===== src/rtl/spi_ram_arbiter_if.sv =====
// Bundle of both requester ports, the RAM command/response pins and the owner indication.
// The slave modport is the arbiter side; master is the requester/RAM side.
interface spi_ram_arbiter_if;
  logic [9:0] a_din;
  logic       a_valid;
  logic       a_ready;
  logic [7:0] a_rsp_data;
  logic       a_rsp_valid;
  logic       a_err;

  logic [9:0] b_din;
  logic       b_valid;
  logic       b_ready;
  logic [7:0] b_rsp_data;
  logic       b_rsp_valid;
  logic       b_err;

  logic [9:0] ram_din;
  logic       ram_rx_valid;
  logic [7:0] ram_dout;
  logic       ram_tx_valid;

  logic [1:0] owner;

  modport slave (
    input  a_din, a_valid, b_din, b_valid, ram_dout, ram_tx_valid,
    output a_ready, a_rsp_data, a_rsp_valid, a_err,
    output b_ready, b_rsp_data, b_rsp_valid, b_err,
    output ram_din, ram_rx_valid, owner
  );

  modport master (
    output a_din, a_valid, b_din, b_valid, ram_dout, ram_tx_valid,
    input  a_ready, a_rsp_data, a_rsp_valid, a_err,
    input  b_ready, b_rsp_data, b_rsp_valid, b_err,
    input  ram_din, ram_rx_valid, owner
  );
endinterface


===== src/rtl/spi_ram_arbiter.sv =====
// Two-requester RAM arbiter that locks the RAM for a whole address/data transaction.
// Define ARB_TIMEOUT_EN to add a watchdog that releases a stalled lock after TIMEOUT idle cycles.
module spi_ram_arbiter #(
  parameter int TIMEOUT = 255,
  parameter int CNT_W   = 8
) (
  input logic            clk,
  input logic            rst,
  spi_ram_arbiter_if.slave bus
);

  if (TIMEOUT < 1 || TIMEOUT >= (1 << CNT_W)) begin : g_bad_cfg
    $error("spi_ram_arbiter: TIMEOUT must lie in 1 .. 2**CNT_W-1");
  end

  typedef enum logic [1:0] {IDLE, LOCK_WR, LOCK_RD, WAIT_RD} state_t;

  state_t     state, state_nxt;
  logic       own_b, own_b_nxt;
  logic       ptr, ptr_nxt;
  logic       grant_a, grant_b;
  logic       accept, acc_b;
  logic [9:0] acc_word;
  logic       fwd, err, err_b, rsp;

`ifdef ARB_TIMEOUT_EN
  logic [CNT_W-1:0] cnt, cnt_nxt;
`endif

  // In IDLE the round-robin pointer breaks ties; inside a lock only the owner may talk.
  always_comb begin
    grant_a = 1'b0;
    grant_b = 1'b0;
    unique case (state)
      IDLE: begin
        grant_a = bus.a_valid & (~bus.b_valid | ~ptr);
        grant_b = bus.b_valid & (~bus.a_valid | ptr);
      end
      LOCK_WR, LOCK_RD: begin
        grant_a = ~own_b;
        grant_b = own_b;
      end
      default: ;
    endcase
  end

  assign bus.a_ready = grant_a;
  assign bus.b_ready = grant_b;
  assign acc_b       = bus.b_valid & grant_b;
  assign accept      = (bus.a_valid & grant_a) | acc_b;
  assign acc_word    = acc_b ? bus.b_din : bus.a_din;
  assign bus.owner   = (state == IDLE) ? 2'b00 : (own_b ? 2'b10 : 2'b01);

  always_comb begin
    state_nxt = state;
    own_b_nxt = own_b;
    ptr_nxt   = ptr;
    fwd       = 1'b0;
    err       = 1'b0;
    err_b     = acc_b;
    rsp       = 1'b0;
    unique case (state)
      IDLE: begin
        if (accept) begin
          unique case (acc_word[9:8])
            2'b00: begin fwd = 1'b1; state_nxt = LOCK_WR; own_b_nxt = acc_b; end
            2'b10: begin fwd = 1'b1; state_nxt = LOCK_RD; own_b_nxt = acc_b; end
            default: err = 1'b1;
          endcase
        end
      end
      LOCK_WR: begin
        if (accept) begin
          unique case (acc_word[9:8])
            2'b01: begin fwd = 1'b1; state_nxt = IDLE; ptr_nxt = ~own_b; end
            2'b00: fwd = 1'b1;
            default: err = 1'b1;
          endcase
        end
      end
      LOCK_RD: begin
        if (accept) begin
          unique case (acc_word[9:8])
            2'b11: begin fwd = 1'b1; state_nxt = WAIT_RD; end
            2'b10: fwd = 1'b1;
            default: err = 1'b1;
          endcase
        end
      end
      WAIT_RD: begin
        if (bus.ram_tx_valid) begin
          rsp       = 1'b1;
          state_nxt = IDLE;
          ptr_nxt   = ~own_b;
        end
      end
      default: state_nxt = IDLE;
    endcase

`ifdef ARB_TIMEOUT_EN
    // The watchdog only overrides cycles in which nothing happened, so it never races a real transition.
    cnt_nxt = '0;
    if (state != IDLE && !(accept || bus.ram_tx_valid)) begin
      if (cnt == CNT_W'(TIMEOUT - 1)) begin
        state_nxt = IDLE;
        ptr_nxt   = ~own_b;
        err       = 1'b1;
        err_b     = own_b;
      end else begin
        cnt_nxt = cnt + 1'b1;
      end
    end
`endif
  end

  always_ff @(posedge clk) begin
    if (rst) begin
      state           <= IDLE;
      own_b           <= 1'b0;
      ptr             <= 1'b0;
      bus.ram_din     <= '0;
      bus.ram_rx_valid <= 1'b0;
      bus.a_rsp_data  <= '0;
      bus.a_rsp_valid <= 1'b0;
      bus.a_err       <= 1'b0;
      bus.b_rsp_data  <= '0;
      bus.b_rsp_valid <= 1'b0;
      bus.b_err       <= 1'b0;
    end else begin
      state           <= state_nxt;
      own_b           <= own_b_nxt;
      ptr             <= ptr_nxt;
      bus.ram_rx_valid <= fwd;
      if (fwd) bus.ram_din <= acc_word;
      bus.a_rsp_valid <= rsp & ~own_b;
      bus.b_rsp_valid <= rsp & own_b;
      if (rsp & ~own_b) bus.a_rsp_data <= bus.ram_dout;
      if (rsp & own_b)  bus.b_rsp_data <= bus.ram_dout;
      bus.a_err       <= err & ~err_b;
      bus.b_err       <= err & err_b;
    end
  end

`ifdef ARB_TIMEOUT_EN
  always_ff @(posedge clk) begin
    if (rst) cnt <= '0;
    else     cnt <= cnt_nxt;
  end
`endif

endmodule


===== src/flat_wrapper.sv =====
// flat-port wrapper written by rule: the top's interface ports become plain ports
module spi_ram_arbiter_flat 
#(
  parameter int TIMEOUT = 255,
  parameter int CNT_W   = 8
)
  (clk, rst, bus_a_din, bus_a_valid, bus_b_din, bus_b_valid, bus_ram_dout, bus_ram_tx_valid, bus_a_ready, bus_a_rsp_data, bus_a_rsp_valid, bus_a_err, bus_b_ready, bus_b_rsp_data, bus_b_rsp_valid, bus_b_err, bus_ram_din, bus_ram_rx_valid, bus_owner);
  spi_ram_arbiter_if bus_i ();
  input logic clk;
  input logic rst;
  input wire logic [$bits(bus_i.a_din)-1:0] bus_a_din;
  input wire logic [$bits(bus_i.a_valid)-1:0] bus_a_valid;
  input wire logic [$bits(bus_i.b_din)-1:0] bus_b_din;
  input wire logic [$bits(bus_i.b_valid)-1:0] bus_b_valid;
  input wire logic [$bits(bus_i.ram_dout)-1:0] bus_ram_dout;
  input wire logic [$bits(bus_i.ram_tx_valid)-1:0] bus_ram_tx_valid;
  output wire logic [$bits(bus_i.a_ready)-1:0] bus_a_ready;
  output wire logic [$bits(bus_i.a_rsp_data)-1:0] bus_a_rsp_data;
  output wire logic [$bits(bus_i.a_rsp_valid)-1:0] bus_a_rsp_valid;
  output wire logic [$bits(bus_i.a_err)-1:0] bus_a_err;
  output wire logic [$bits(bus_i.b_ready)-1:0] bus_b_ready;
  output wire logic [$bits(bus_i.b_rsp_data)-1:0] bus_b_rsp_data;
  output wire logic [$bits(bus_i.b_rsp_valid)-1:0] bus_b_rsp_valid;
  output wire logic [$bits(bus_i.b_err)-1:0] bus_b_err;
  output wire logic [$bits(bus_i.ram_din)-1:0] bus_ram_din;
  output wire logic [$bits(bus_i.ram_rx_valid)-1:0] bus_ram_rx_valid;
  output wire logic [$bits(bus_i.owner)-1:0] bus_owner;
  assign bus_i.a_din = bus_a_din;
  assign bus_i.a_valid = bus_a_valid;
  assign bus_i.b_din = bus_b_din;
  assign bus_i.b_valid = bus_b_valid;
  assign bus_i.ram_dout = bus_ram_dout;
  assign bus_i.ram_tx_valid = bus_ram_tx_valid;
  assign bus_a_ready = bus_i.a_ready;
  assign bus_a_rsp_data = bus_i.a_rsp_data;
  assign bus_a_rsp_valid = bus_i.a_rsp_valid;
  assign bus_a_err = bus_i.a_err;
  assign bus_b_ready = bus_i.b_ready;
  assign bus_b_rsp_data = bus_i.b_rsp_data;
  assign bus_b_rsp_valid = bus_i.b_rsp_valid;
  assign bus_b_err = bus_i.b_err;
  assign bus_ram_din = bus_i.ram_din;
  assign bus_ram_rx_valid = bus_i.ram_rx_valid;
  assign bus_owner = bus_i.owner;
  spi_ram_arbiter #(.TIMEOUT(TIMEOUT), .CNT_W(CNT_W)) u_core (.clk(clk), .rst(rst), .bus(bus_i));
endmodule

===== config.mk =====
export PLATFORM = sky130hd
export DESIGN_NAME = spi_ram_arbiter_flat
export DESIGN_NICKNAME = d
export VERILOG_FILES = /design/src/rtl/spi_ram_arbiter_if.sv /design/src/rtl/spi_ram_arbiter.sv /design/src/flat_wrapper.sv
export SDC_FILE = /design/constraint.sdc
export NUM_CORES = 1
export LEC_CHECK = 0
export CORE_MARGIN = 2
export CORE_UTILIZATION = 50
export DETAILED_ROUTE_END_ITERATION = 10
export DONT_BUFFER_PORTS = 1
export PLACE_DENSITY = 0.68
export SYNTH_ARGS = -nofsm -noshare
export SYNTH_HDL_FRONTEND = slang
export SYNTH_SLANG_ARGS = --single-unit
export TNS_END_PERCENT = 10

===== constraint.sdc =====
create_clock -name clk -period 2.9 [get_ports clk]
set_clock_uncertainty 0.05 [all_clocks]
set_input_delay 0.58 -clock clk [delete_from_list [all_inputs] [get_ports clk]]
set_output_delay 0.58 -clock clk [all_outputs]
set_load 0.02 [all_outputs]

# --- Word-level counts from Yosys, hierarchy flattened ---
# Index checks and enable logic that the tools add are counted.
totals:
  ff_bits: 35
  in_bits: 33
  output_inout_bits: 35
classes:
  n_eq_ne: 13
  n_mux: 33
  bitwise: 16
  n_reduce_logical: 10
ops:
  columns: ["cell", "count"]
  rows:
  - ["two-way mux 1 bit", 17]
  - ["two-way mux 2 bit", 8]
  - ["two-way mux 10 bit", 1]
  - ["!= test 2 x 1 -> 1 bit (second input constant)", 5]
  - ["bitwise AND 1 bit", 8]
  - ["== test 2 bit (second input constant)", 4]
  - ["case mux 2 bit (4 select lines)", 1]
  - ["OR reduction 2 bit", 4]
  - ["AND reduction 7 bit", 1]
  - ["case mux 1 bit (2 select lines)", 3]
  - ["case mux 1 bit (3 select lines)", 2]
  - ["NOT 1 bit", 5]
  - ["== test 2 x 1 -> 1 bit (second input constant)", 2]
  - ["logical NOT 2 bit", 2]
  - ["case mux 2 bit (2 select lines)", 1]
  - ["AND reduction 4 bit", 1]
  - ["!= test 3 bit (second input constant)", 1]
  - ["OR 1 bit", 3]
  - ["AND reduction 3 bit", 1]
  - ["!= test 2 bit (second input constant)", 1]
  - ["nonzero test 2 bit", 1]

# --- Depth between registers and ports, before layout ---
# Gate-level depths: netlist (run 1).
logic_depth:
  depth_word: 12
  ltp_mapped: 10
  ltp_nobuf: 9

# --- Worst setup path after synthesis (run 1) ---
# OpenSTA, ideal clock, no wires.
synth_timing:
  path_kind: "register to register"
  from: "reg u_core.state[0]"
  to: "reg u_core.bus.ram_din[7]"
  arrival_ns: 2.560
  setup_slack_ns: 0.211
  stages_incl_launch_ff: 11
  path_cell_list: "dfxtp_1 > inv_1 > ha_1 > and3_1 > a31o_1 > and3_4 > or3b_4 > a311oi_4 > buf_6 > nor2_1 > a211oi_2"
synth_between:
  elab_chain_cells: 10
  word_cells_on_any_way: 24
  classes_between: "5 x eq/ne; 10 x mux; 3 x bitwise; 6 x reduce/logical"
synth_lines:
  columns: ["element", "line_no", "source"]
  rows:
  - ["start, declared", "spi_ram_arbiter.sv:18", "state_t state, state_nxt;"]
  - ["start signal, assigned", "spi_ram_arbiter.sv:130", "state <= state_nxt;"]
  - ["== test 2 x 1 -> 1 bit or == test 2 bit (tied branches)", "spi_ram_arbiter.sv:34, spi_ram_arbiter.sv:62", null]
  - ["OR reduction 2 bit", "spi_ram_arbiter.sv:34", "unique case (state)"]
  - ["case mux 1 bit (2 select lines)", "spi_ram_arbiter.sv:34", null]
  - ["bitwise AND 1 bit", "spi_ram_arbiter.sv:49", "assign acc_b = bus.b_valid & grant_b;"]
  - ["two-way mux 10 bit", "spi_ram_arbiter.sv:51", "assign acc_word = acc_b ? bus.b_din : bus.a_din;"]
  - ["== test 2 bit (tied with other cells)", "spi_ram_arbiter.sv:83", "unique case (acc_word[9:8])"]
  - ["OR reduction 2 bit (no line)", null, null]
  - ["two-way mux 1 bit (on tied branches)", "spi_ram_arbiter.sv:83, spi_ram_arbiter.sv:65, spi_ram_arbiter.sv:74", null]
  - ["two-way mux 1 bit (on tied branches)", "spi_ram_arbiter.sv:82, spi_ram_arbiter.sv:64, spi_ram_arbiter.sv:73", null]
  - ["case mux 1 bit (3 select lines)", "spi_ram_arbiter.sv:62", "unique case (state)"]
  - ["end signal, assigned", "spi_ram_arbiter.sv:134", "if (fwd) bus.ram_din <= acc_word;"]
  - ["end, declared", "spi_ram_arbiter_if.sv:29", "output ram_din, ram_rx_valid, owner"]
# Several ways; a longest one is shown, not always the timed one.
# A chain may end at the register's enable or synchronous reset.

# --- Final worst setup path (run 1) ---
layout_timing:
  from: "reg u_core.state[0]"
  to: "reg u_core.bus.ram_din[3]"
# The elaborated chain is that of the path after synthesis.

==> impl_metrics.py, run 1 <==
metrics = {
    "die": {
        "die_h_microns": 61.8,
        "dieArea_sq_um": 3820,
        "core-area_sq_um": 3130,
        "ioPinCount": 68,
        "die_w_microns": 61.8,
        "start_util_pct": 53.4,
        "fp-row-count": 20,
    },
    "clock_network": {
        "cts_made_buffers": 5,
        "insertion_delay_ns": 0.33,
        "postCtsHoldBufs": 0,
        "cts_sinks": 35,
        "cts_tree": "built",
        "clock_path_buffers": 2,
        "path_clk_slew_ns": 0.11,
        "root_buffer": "clkbuf_4",
        "htreeDepth": 2,
    },
    "logic_synthesis": {
        "yosysTopAreaCellShare_pct": 41.9,
        "synth_cells": 203,
        "synth_compound_area_share_pct": 21.0,
        "yosys.area.top_type": "dfxtp_1",
        "synth_flop_cell": "dfxtp_1",
        "synthTopCellsByCount": "39 x nand2_1, 35 x dfxtp_1, 21 x nor2_1, 20 x a21oi_1",
        "synthSimpleGateAreaFrac_pct": 23.4,
        "synthMuxAreaShare_pct": 5.99,
        "ys_seq_elements": 35,
        "synth_xor_area_share_pct": 0,
        "synth_most_common_cell": "nand2_1",
        "synth_edf_count": 0,
        "ys_seq_area_share_pct": 41.9,
        "syn_area_per_cell_sq_um": 8.23,
        "synthTopCellsByArea": "dfxtp_1 42%, nand2_1 8.8%, a21oi_1 6.0%",
        "synth_fa_ha_area_share_pct": 3.75,
        "synth_top_family_by_area": "simple AND/OR/NAND/NOR gates",
        "syn_nets": 241,
        "ys_warn_count": 0,
        "synth.distinct_cells": 33,
        "syn_area_sq_um": 1670,
        "async_reset_ff_share_pct": 0,
    },
    "detailed_routing": {
        "drt_iter0_drc": 102,
        "wire_per_inst_microns": 15.6,
        "dr.pass1.iters": 4,
        "drc": 0,
        "ant_nets": 0,
        "drt-total-wl_microns": 3890,
        "route.vias.total": 1446,
        "via_per_inst": 5.78,
    },
    "timing": {
        "rsz0062_at_grt": "no",
        "tightest_slew_ns": 0.473,
        "finalCritPeriodShare_pct": 95.2,
        "slew_violations": 0,
        "max_freq_mhz": 362,
        "holdWs_ns": 0.250,
        "fin_crit_ns": 2.76,
        "setup_violations": 0,
        "final.setup.tns_ns": 0,
        "final_hold_viol_count": 0,
        "slew-limit-headroom_pct": 68.4,
    },
    "cells_and_area": {
        "drive_above_1_share_pct": 9.22,
        "final_nets": 243,
        "num-fill-cells": 307,
        "antenna-diode-count": 0,
        "area_growth_pct": 8.54,
    },
    "placed_design": {
        "hpwl_microns": 3040,
        "port_buffers": 0,
        "routabilityCongestion": 0.960,
    },
    "worst_setup_path": {
        "crit_type": "reg -> reg",
        "worst_ep_required_time_ns": 3.09,
        "worstPathArrival_ns": 2.95,
        "crit_path_end_kind": "register",
        "critPathSlowestCell": "or3b_4",
        "cp-start-kind": "register",
        "crit_path_max_incr_delay_ns": 0.42,
        "cp_max_fo": 17,
        "crit_chain": "inv_1 > ha_1 > and3_1 > a31o_1 > and3_4 > or3b_4 > a311oi_4 > buf_6 > nor2_1 > a211oi_1",
    },
    "run": {
        "maxCapViolCount": 0,
    },
    "grt": {
        "grt_pass1_vias": 1338,
        "grt_antenna_before_repair": 0,
        "grt.overflow.total": 0,
        "groute.usage.overall_pct": 20.5,
        "grt_pass1_wl_microns": 5770,
        "grt_max_degree": 36,
    },
    "power_and_ir_drop": {
        "power_density_nw_per_um2": 978,
        "vdd_ir_drop_max_uv": 383,
        "p_leak_nw": 0.710,
    },
    "worst_hold_path": {
        "hold_path.class": "in -> reg",
    },
    "status": {
        "outcome": "finished, final reports clean",
    },
}
power by group:
| group | internal [W] | switching, W |
|---|---|---|
| clock network | 0.000204 | 0.000165 |
| registers | 0.000575 | 0.000160 |
| logic | 0.000273 | 0.000395 |
final cells by class:
class	instances	area (sq um)	area share, %
well taps	44	55.1	3.04
clock inverters	2	35.0	1.93
flip-flops and latches	35	701	38.6
clock buffers	6	51.3	2.83
repair buffers	6	48.8	2.69
multi-input cells	153	907	50.0
inverters	4	15.0	0.828
routing by layer:
| metal | vias up | wire length, microns | GRT usage (%) |
|---|---|---|---|
| li1 | 722 | - | - |
| met1 | 650 | 1470 | 23.1 |
| met2 | 65 | 1980 | 35.8 |
| met3 | 9 | 375 | 5.18 |
| met4 | 0 | 71 | 10.0 |
| met5 | - | 0 | 0 |
path summary, 6_finish.rpt:
kind / start / endpoint / slack (ns) / depth (start not counted)
worst max register to register: u_core.state[0] / u_core.bus.ram_din[3] / 0.14 / 10
worst min register to register: u_core.ptr / u_core.ptr / 0.44 / 2
worst max-delay path: u_core.state[0] / u_core.bus.ram_din[3] / 0.14 / 10
worst min-delay path: rst / u_core.bus.ram_din[7] / 0.25 / 1
cell usage in the layout (no fill, tap or decap), types with 2 or more instances in the layout:
cell type / Yosys / routed
nand3_1: 3 / 3
and3_1: 2 / 2
a21oi_1: 20 / 20
nand2_1: 39 / 39
nor2_1: 21 / 21
nor3_1: 3 / 3
a211oi_1: 9 / 9
dfxtp_1: 35 / 35
buf_4: 0 / 5
a21o_1: 3 / 2
o21ai_0: 6 / 6
mux2i_1: 10 / 10
clkbuf_4: 0 / 5
inv_1: 4 / 4
nor4_1: 2 / 2
a31oi_1: 3 / 3
a311oi_1: 3 / 3
ha_1: 5 / 5
nand2b_1: 3 / 3
or3_1: 6 / 6
nor2b_1: 3 / 3
kinds of logic (layout without fill, tap and decap cells):
logic type | Yosys count | in the layout
muxes | 10 | 10
AOI/OAI and AO/OA | 52 | 52
adders and majority gates | 5 | 5
DFF | 35 | 35
buffers and inverters | 15 | 18
and+or+nand+nor | 86 | 86
worst max-delay path, delay by kind of cell, from the launching register on:
family          cells  cell delay [ns]
simple gates        4             0.86
fa+ha+maj           1             0.31
compound gates      3             0.73
flops               1             0.40
buf+inv             2             0.30
flip-flops by register name, summed over array words and instances (netlist names):
register and cells:
u_core.bus.b_err 1, u_core.bus.ram_rx_valid 1, u_core.bus.b_rsp_data 8, u_core.ptr 1, u_core.bus.b_rsp_valid 1, u_core.bus.a_err 1, u_core.bus.ram_din 10, u_core.bus.a_rsp_valid 1
u_core.bus.a_rsp_data 8, u_core.state 2, u_core.own_b 1
metrics by stage:
step	utilization [%]	total power (W)	setup slack [ns]	area (sq um)	instances
after floorplan	-	0.00127	0.211	1670	203
after global placement	55.0	0.00138	0.228	1720	242
after detailed placement	55.0	0.00141	0.0847	1720	242
after CTS	57.8	0.00177	0.0571	1810	250
after global routing	58.0	0.00188	0.0242	1810	250
final	58.0	0.00177	0.139	1810	250
timing repair:
item	in CTS	in global routing
buffers inserted	0	0
resized for setup	0	3
setup endpoints to repair	0	9
(Power assumes the default switching activity.)
==> run 2, diff against run 1 <==
ABC_CLOCK_PERIOD_IN_PS = 2900   (was unset)
GPL_TIMING_DRIVEN = 0   (was unset)
==> impl_metrics.py, run 2 (synthesis results as in run 1) <==
metrics = {
    "die": {
        "die_w_microns": 61.8,
        "ioPinCount": 68,
        "die_h_microns": 61.8,
        "fp-row-count": 20,
        "dieArea_sq_um": 3820,
        "start_util_pct": 53.4,
        "core-area_sq_um": 3130,
    },
    "timing": {
        "slew_violations": 0,
        "worst_slack_ns": 0.162,
        "slew-limit-headroom_pct": 46.3,
        "finalCritPeriodShare_pct": 94.4,
        "max_freq_mhz": 365,
        "final_hold_viol_count": 0,
        "final.setup.tns_ns": 0,
        "rsz0062_at_grt": "no",
        "tightest_slew_ns": 0.799,
        "fin_crit_ns": 2.74,
        "setup_violations": 0,
    },
    "worst_setup_path": {
        "worstPathArrival_ns": 2.95,
        "r2r_end": "u_core.bus.ram_din[7]",
        "crit_path_end_kind": "register",
        "r2r_start": "u_core.state[1]",
        "rr_worst_depth": 11,
        "crit_path_max_incr_delay_ns": 0.42,
        "cp_max_fo": 10,
        "cp-start-kind": "register",
        "critPathSlowestCell": "or3b_4",
        "cpMostUsedCell": "buf_6",
        "crit_type": "reg -> reg",
        "crit_chain": "inv_1 > ha_4 > and3_1 > a31o_1 > and3_4 > or3b_4 > a311oi_4 > buf_6 > buf_6 > nor2_1 > a211oi_2",
        "reg2reg_slack_ns": 0.16,
        "worst_path_dominant_cell_family": "simple AND/OR/NAND/NOR gates",
        "worst_ep_required_time_ns": 3.11,
        "path_depth": 11,
        "crit_buf_inv": 3,
    },
    "clock_network": {
        "htreeDepth": 2,
        "clock_path_buffers": 2,
        "insertion_delay_ns": 0.33,
        "root_buffer": "clkbuf_4",
        "cts_sinks": 35,
        "cts_made_buffers": 5,
        "path_clk_slew_ns": 0.10,
        "cts_tree": "built",
    },
    "placed_design": {
        "port_buffers": 0,
        "pre_cts_slack_ns": -0.115,
        "hpwl_microns": 3080,
        "routabilityCongestion": 0.890,
    },
    "detailed_routing": {
        "route.vias.total": 1464,
        "dr.pass1.iters": 4,
        "drc": 0,
        "drt_iter0_drc": 63,
        "via_per_inst": 5.72,
        "drt-total-wl_microns": 3950,
        "ant_nets": 0,
        "wire_per_inst_microns": 15.4,
    },
    "grt": {
        "groute.usage.overall_pct": 21.7,
        "grt_pass1_vias": 1340,
        "grt_pass1_wl_microns": 6040,
        "grt.overflow.total": 0,
        "grt_max_degree": 11,
        "grt_antenna_before_repair": 0,
    },
    "power_and_ir_drop": {
        "power_density_nw_per_um2": 946,
        "p_leak_nw": 0.699,
        "finalPower_w": 0.00172,
        "vdd_ir_drop_max_uv": 376,
    },
    "cells_and_area": {
        "antenna-diode-count": 0,
        "reg_top3": "u_core.bus.ram_din (10), u_core.bus.a_rsp_data (8), u_core.bus.b_rsp_data (8)",
        "largest_reg_flops": 10,
        "final_common_cell": "nand2_1",
        "layout_common_cells": "39 x nand2_1, 33 x dfxtp_1, 21 x nor2_1",
        "drive_above_1_share_pct": 8.96,
        "area_growth_pct": 8.91,
        "final_nets": 250,
        "max_flop_register": "u_core.bus.ram_din",
    },
    "worst_hold_path": {
        "hold_depth": 2,
        "min_to": "u_core.bus.b_rsp_data[7]",
        "hold_path.class": "in -> reg",
        "worstHoldStart": "bus_ram_dout[7]",
    },
    "run": {
        "maxCapViolCount": 0,
    },
    "status": {
        "outcome": "finished, final reports clean",
    },
}
[run 2: changes by cell type in the layout (fill, tap and decap cells not counted), sizes merged]
cell	delta
clkbuf	+10
buf	-3
bufinv	-1
[run 2: cell type report]
class                           count  area (sq um)
Timing Repair Buffer                2          18.8
Clock inverter                      1          5.00
Tap cell                           44          55.1
Fill cell                         310          1310
Inverter                            4          15.0
Sequential cell                    35           706
Clock buffer                        6          51.3
Multi-Input combinational cell    153           918
Buffer                             11          50.0
[run 2: where the power goes]
part / internal (W) / leakage (nW) / switching, W
clock network: 0.000112 / 0.0341 / 0.000152
logic: 0.000297 / 0.379 / 0.000425
registers: 0.000578 / 0.286 / 0.000156
[run 2: worst max path at each step]
stage | from | endpoint | slack (ns)
global placement | u_core.state[0] | u_core.bus.ram_din[7] | -0.03
detailed placement | u_core.state[0] | u_core.bus.ram_din[7] | -0.11
floorplan | u_core.state[0] | u_core.bus.ram_din[7] | 0.21
finish | u_core.state[1] | u_core.bus.ram_din[7] | 0.16
CTS | u_core.state[1] | u_core.bus.ram_din[5] | 0.02
global route | u_core.state[1] | u_core.bus.ram_din[7] | 0.03
[run 2: repair_timing]
action / CTS / global route
hold buffers: 0 / 0
endpoints found under the setup margin: 10 / 11
gates resized for setup: 1 / 8
pin swaps: 1 / 0
setup buffers: 2 / 0
[run 2: routing by layer]
| layer | GRT usage [%] | part of all wire (%) | vias to the layer above |
|---|---|---|---|
| met5 | 0 | 0 | - |
| li1 | - | - | 730 |
| met3 | 6.63 | 8.4 | 7 |
| met4 | 8.21 | 1.7 | 0 |
| met1 | 24.6 | 40 | 677 |
| met2 | 38.2 | 50 | 50 |
[run 2: worst register-to-register path, cell delays in order, from the launching register on]
cell and delay, ns:
dfxtp_2 0.35, inv_1 0.13, ha_4 0.23, and3_1 0.19
a31o_1 0.24, and3_4 0.21, or3b_4 0.42, a311oi_4 0.31
buf_6 0.17, buf_6 0.14, nor2_1 0.06, a211oi_2 0.18
[run 2: stage by stage]
step,hold WS [ns],utilization (%),instances,area [sq um]
after floorplan,0.412,-,203,1670
after global placement,0.436,55.2,247,1730
after detailed placement,0.430,55.2,247,1730
after CTS,0.305,57.5,256,1800
after global routing,0.296,58.2,256,1820
final,0.315,58.2,256,1820
